## src/rtl/spram_ctrl_pkg.sv

```systemverilog
// Shared definitions for the single-port RAM arbiter: FSM state encoding and owner tags.
package spram_ctrl_pkg;

    typedef enum logic [1:0] {
        IDLE   = 2'd0,
        ACCESS = 2'd1,
        RDOUT  = 2'd2,
        DONE   = 2'd3
    } state_t;

    localparam logic OWNER_A = 1'b0;
    localparam logic OWNER_B = 1'b1;

endpackage

```

## src/rtl/rr_arbiter2.sv

```systemverilog
// Two-way round-robin arbiter: combinational winner plus the last_owner register.
module rr_arbiter2
    import spram_ctrl_pkg::*;
(
    input  logic clk,
    input  logic rst,
    input  logic req_a,
    input  logic req_b,
    input  logic update,
    output logic winner_c
);

    logic last_owner;

    // last_owner starts at B so A wins the first tie
    always_ff @(posedge clk or posedge rst) begin
        if (rst) begin
            last_owner <= OWNER_B;
        end else if (update) begin
            last_owner <= winner_c;
        end
    end

    always_comb begin
        winner_c = OWNER_A;
        if (req_a && req_b) begin
            winner_c = (last_owner == OWNER_B) ? OWNER_A : OWNER_B;
        end else if (req_b) begin
            winner_c = OWNER_B;
        end
    end

endmodule

```

## src/rtl/spram_arbiter.sv

```systemverilog
// Shares one single-port RAM between requesters A and B; sequences the RAM pins and
// returns a one-cycle done pulse with read data / range error to the owning requester.
module spram_arbiter
    import spram_ctrl_pkg::*;
#(
    parameter int unsigned data_width = 8,
    parameter int unsigned addr_size  = 4,
    parameter int unsigned mem_depth  = 16
) (
    input  logic                  clk,
    input  logic                  rst,
    input  logic                  a_req,
    input  logic                  a_wr,
    input  logic [addr_size-1:0]  a_addr,
    input  logic [data_width-1:0] a_wdata,
    output logic                  a_gnt,
    output logic                  a_done,
    output logic [data_width-1:0] a_rdata,
    output logic                  a_err,
    input  logic                  b_req,
    input  logic                  b_wr,
    input  logic [addr_size-1:0]  b_addr,
    input  logic [data_width-1:0] b_wdata,
    output logic                  b_gnt,
    output logic                  b_done,
    output logic [data_width-1:0] b_rdata,
    output logic                  b_err,
    output logic                  ram_cs,
    output logic                  ram_wr_rd,
    output logic                  ram_out_en,
    output logic [addr_size-1:0]  ram_address,
    output logic [data_width-1:0] ram_data_in,
    input  logic [data_width-1:0] ram_data_out
);

    state_t                state_q;
    state_t                state_d;
    logic                  winner;
    logic                  grant;
    logic                  done_c;
    logic                  owner_q;
    logic                  wr_q;
    logic                  err_q;
    logic [addr_size-1:0]  addr_q;
    logic [data_width-1:0] wdata_q;
    logic [data_width-1:0] rdata_q;
    logic                  wr_sel;
    logic [addr_size-1:0]  addr_sel;
    logic [data_width-1:0] wdata_sel;

    rr_arbiter2 u_rr (
        .clk      (clk),
        .rst      (rst),
        .req_a    (a_req),
        .req_b    (b_req),
        .update   (grant),
        .winner_c (winner)
    );

    // Grants only from IDLE; masked while reset is asserted so every output is 0 in reset
    assign grant = (state_q == IDLE) && (a_req || b_req) && !rst;
    assign a_gnt = grant && a_req && (winner == OWNER_A);
    assign b_gnt = grant && b_req && (winner == OWNER_B);

    assign wr_sel    = (winner == OWNER_A) ? a_wr    : b_wr;
    assign addr_sel  = (winner == OWNER_A) ? a_addr  : b_addr;
    assign wdata_sel = (winner == OWNER_A) ? a_wdata : b_wdata;

    // Transaction latch; the range check is resolved at grant time
    always_ff @(posedge clk or posedge rst) begin
        if (rst) begin
            owner_q <= OWNER_B;
            wr_q    <= 1'b0;
            err_q   <= 1'b0;
            addr_q  <= '0;
            wdata_q <= '0;
        end else if (grant) begin
            owner_q <= winner;
            wr_q    <= wr_sel;
            err_q   <= (32'(addr_sel) >= mem_depth);
            addr_q  <= addr_sel;
            wdata_q <= wdata_sel;
        end
    end

    // Read data is captured at the closing edge of RDOUT and held between reads
    always_ff @(posedge clk or posedge rst) begin
        if (rst) begin
            rdata_q <= '0;
        end else if (state_q == RDOUT) begin
            rdata_q <= ram_data_out;
        end
    end

    always_ff @(posedge clk or posedge rst) begin
        if (rst) begin
            state_q <= IDLE;
        end else begin
            state_q <= state_d;
        end
    end

    always_comb begin
        state_d    = state_q;
        ram_cs     = 1'b0;
        ram_wr_rd  = 1'b0;
        ram_out_en = 1'b0;
        done_c     = 1'b0;
        case (state_q)
            IDLE: begin
                if (grant) begin
                    state_d = ACCESS;
                end
            end
            ACCESS: begin
                // Out-of-range accesses never select the RAM and skip RDOUT
                ram_cs    = !err_q;
                ram_wr_rd = wr_q && !err_q;
                state_d   = (wr_q || err_q) ? DONE : RDOUT;
            end
            RDOUT: begin
                ram_cs     = 1'b1;
                ram_out_en = 1'b1;
                state_d    = DONE;
            end
            DONE: begin
                done_c  = 1'b1;
                state_d = IDLE;
            end
            default: state_d = IDLE;
        endcase
    end

    assign ram_address = addr_q;
    assign ram_data_in = wdata_q;

    assign a_done  = done_c && (owner_q == OWNER_A);
    assign b_done  = done_c && (owner_q == OWNER_B);
    assign a_err   = a_done && err_q;
    assign b_err   = b_done && err_q;
    assign a_rdata = (a_done && !wr_q && !err_q) ? rdata_q : '0;
    assign b_rdata = (b_done && !wr_q && !err_q) ? rdata_q : '0;

endmodule

```

## config.mk

```make
export PLATFORM = sky130hd
export DESIGN_NAME = spram_arbiter
export DESIGN_NICKNAME = d
export VERILOG_FILES = /design/src/rtl/spram_ctrl_pkg.sv /design/src/rtl/rr_arbiter2.sv /design/src/rtl/spram_arbiter.sv
export SDC_FILE = /design/constraint.sdc
export NUM_CORES = 1
export LEC_CHECK = 0
export ABC_AREA = 1
export BUFFER_PORTS_ARGS = -buffer_cell sky130_fd_sc_hd__buf_2
export CAP_MARGIN = 30
export CELL_PAD_IN_SITES_DETAIL_PLACEMENT = 0
export CELL_PAD_IN_SITES_GLOBAL_PLACEMENT = 1
export CORE_MARGIN = 2
export CORE_UTILIZATION = 28
export CTS_CLUSTER_SIZE = 30
export DETAILED_ROUTE_END_ITERATION = 10
export PLACE_DENSITY_LB_ADDON = 0.1
export SLEW_MARGIN = 25
export SYNTH_ARGS = -nofsm -noshare
export SYNTH_HDL_FRONTEND = slang
export SYNTH_SLANG_ARGS = --single-unit
```

## constraint.sdc

```tcl
create_clock -name clk -period 1.35 [get_ports clk]
set_input_delay 0 -clock clk [delete_from_list [all_inputs] [get_ports clk]]
set_output_delay 0 -clock clk [all_outputs]
set_load 0.02 [all_outputs]
```

==> metrics <==
period utilization 1.071; Netlist cell types 21; r2r worst-path depth 8; clock sinks 24; initial antenna violation count 0; die width 78.11 um; drt first pass iters 4; final setup fails 34; Mean Syn Cell Area 7.358 um^2; root buffer cell clkbuf_8; RD Place Congestion 0.7397; insertion delay to the later sink of the worst-skew pair 0.27 ns; Syn Inst Count 209; clk slew on worst S/H paths 0.09 ns; CP max FO 4; pwr dens 1905 mW/mm^2; layout cells sized above 1 0.4530; #FFs+latches synth 24; die area between 0.006 and 0.007 mm^2; DRC viols 0; setup TNS -1.130 ns; Remaining Overflow, GRT 0; DRT iter0 DRCs 25; Max Slew Vio Count 0; WP data arrival 1.45 ns; area grow syn2layout 56.88%; detailed-route via count between 1500 and 2000; sequential element share of the synthesized area 0.3914; Final min period about 1.4 ns; Worst EP required 1.35 ns; WL final 4.150 mm; FF-to-FF Start state_q[1]; Yosys top cell by area dfrtp_1; Initial Util 0.2954; H-tree depth 1; ANT cells 0; leading post-synthesis cells by cell area dfrtp_1 37%, nand2_1 13%, inv_1 10%; reg-to-reg slack, setup -0.03 ns; area of the multi-input gates around 830 um^2; IO Pins 75; first-pass GRT wire length 6.796 mm; Core Area 0.005205 mm^2; WS Path Type reg -> out; final hold vios 0; final clock skew 0.002428 ns; CTS tree yes; WL/cell 11.28 um; register area roughly 600 um^2; Util after Layout 0.4635; TritonCTS Buffers 3; fin worst setup slack -0.09536 ns; Leak 1.322 nW; hold path cells 5; max_cap viols 0; filler cell count between 500 and 600; Mapped Area 0.001538 mm^2; DIE HEIGHT 78.11 um; vias per cell 4.125; CP Launch Type flip-flop; Hold WC Path Type in -> reg; failing checks setup timing; share of the synthesized area in the top cell type 0.3743; FF-to-FF End state_q[0]; row count 26; all-layer global routing usage 0.1373; yosys warns 0; worst hold endpoint ram_data_in[1]; min-delay src a_wdata[1]; RSZ-0062 raised after global routing yes; vias in the first global route 1503; maximum VDD drop roughly 0.00060 V; Clock Tree Buf Depth 2; status finished with violations; Detail Route Antenna Nets 0; Design Power 4.597 mW; dpl hpwl between 2 and 3 mm; PortBufs 72; critical path capture point type primary output; largest net degree at the start of global routing 25; fmax about 0.69 GHz; Total Nets Final around 340
worst max-delay path, stage by stage (launching register included):
cell     delay (ns)
dfrtp_1        0.40
inv_1          0.14
ha_4           0.18
inv_2          0.04
nor2_2         0.11
nand2_4        0.07
nor2_2         0.10
buf_4          0.14
layer usage:
layer | global-route usage | wire length, um | vias to the layer above
met4 | 0.03684 | 31 | 0
met2 | 0.2362 | 2068 | 50
met3 | 0.02069 | 230 | 4
li1 | - | - | 790
met1 | 0.1796 | 1820 | 674
met5 | 0 | 0 | -
worst max-delay path by stage:
stage / from / to / slack [ns] / cells past startpoint
2_1_floorplan: state_q[0] / a_gnt / 0.0009 / 7
3_3_place_gp: state_q[1] / a_gnt / -0.03 / 7
3_5_place_dp: state_q[1] / state_q[1] / -0.06 / 7
4_1_cts: state_q[1] / a_rdata[4] / -0.1 / 7
5_1_grt: state_q[1] / a_gnt / -0.18 / 7
6_report: state_q[1] / a_gnt / -0.1 / 7
timing repair:
item / in CTS / in global routing
hold buffers: 9 / 0
gates cloned: 0 / 0
setup endpoints to repair: 35 / 37
resized for setup: 35 / 21
buffers inserted: 2 / 2
pin swaps: 4 / 3
endpoints found under the hold margin: 31 / 0
cell type report:
| class | count | area share |
|---|---|---|
| sequential | 24 | 0.2495 |
| tap | 70 | 0.03631 |
| inverter | 45 | 0.07002 |
| timing repair buffer | 93 | 0.2718 |
| multi-input combinational | 132 | 0.3428 |
| clock buffer | 3 | 0.01712 |
| clock inverter | 1 | 0.01245 |
power by group:
group | switching (mW) | total, mW | leakage, nW | internal (mW)
logic | 1.62 | 2.68 | 0.993 | 1.07
registers | 0.187 | 1.27 | 0.294 | 1.08
clock network | 0.250 | 0.647 | 0.0357 | 0.397
total | 2.06 | 4.60 | 1.32 | 2.54
per-stage QoR:
stage	hold slack [ns]	area (um^2)	std cells	setup slack, ns
floorplan	0.02981	1569	210	0.0009179
global placement	0.1456	2016	351	-0.03164
detailed placement	0.1416	2016	351	-0.05547
CTS	0.01811	2321	366	-0.09589
global route	0.03171	2412	368	-0.1846
finish	0.01799	2412	368	-0.09536
layout by cell type (no fill, tap or decap), drive strengths merged:
cell and n:
dlygate4sd3 9, o21ai 10, nor2 22, nand2 63, nand3 30, clkbuf 3, ha 5, bufinv 1
conb 2, dfstp 1, buf 84, dfrtp 23, inv 44, clkinv 1
Yosys cell counts (all sizes together):
cell type,number
conb,1
ha,5
o21ai,10
inv,44
buf,9
nor2,22
nand2,63
nand3,30
clkinv,1
dfrtp,23
dfstp,1
registers in the layout, indices dropped and copies added, names as in the netlist:
signal / count
rdata_q: 8
owner_q: 1
state_q: 2
ram_address: 4
wr_q: 1
ram_data_in: 8
kinds of logic after synthesis:
group | share of synthesized area
buffers and inverters | 0.1660
AO/OA/AOI/OAI | 0.03254
other | 0.002439
AND/OR/NAND/NOR | 0.3670
adder cells (fa/ha/maj) | 0.04068
flip-flops | 0.3914
(Power assumes the default switching activity.)
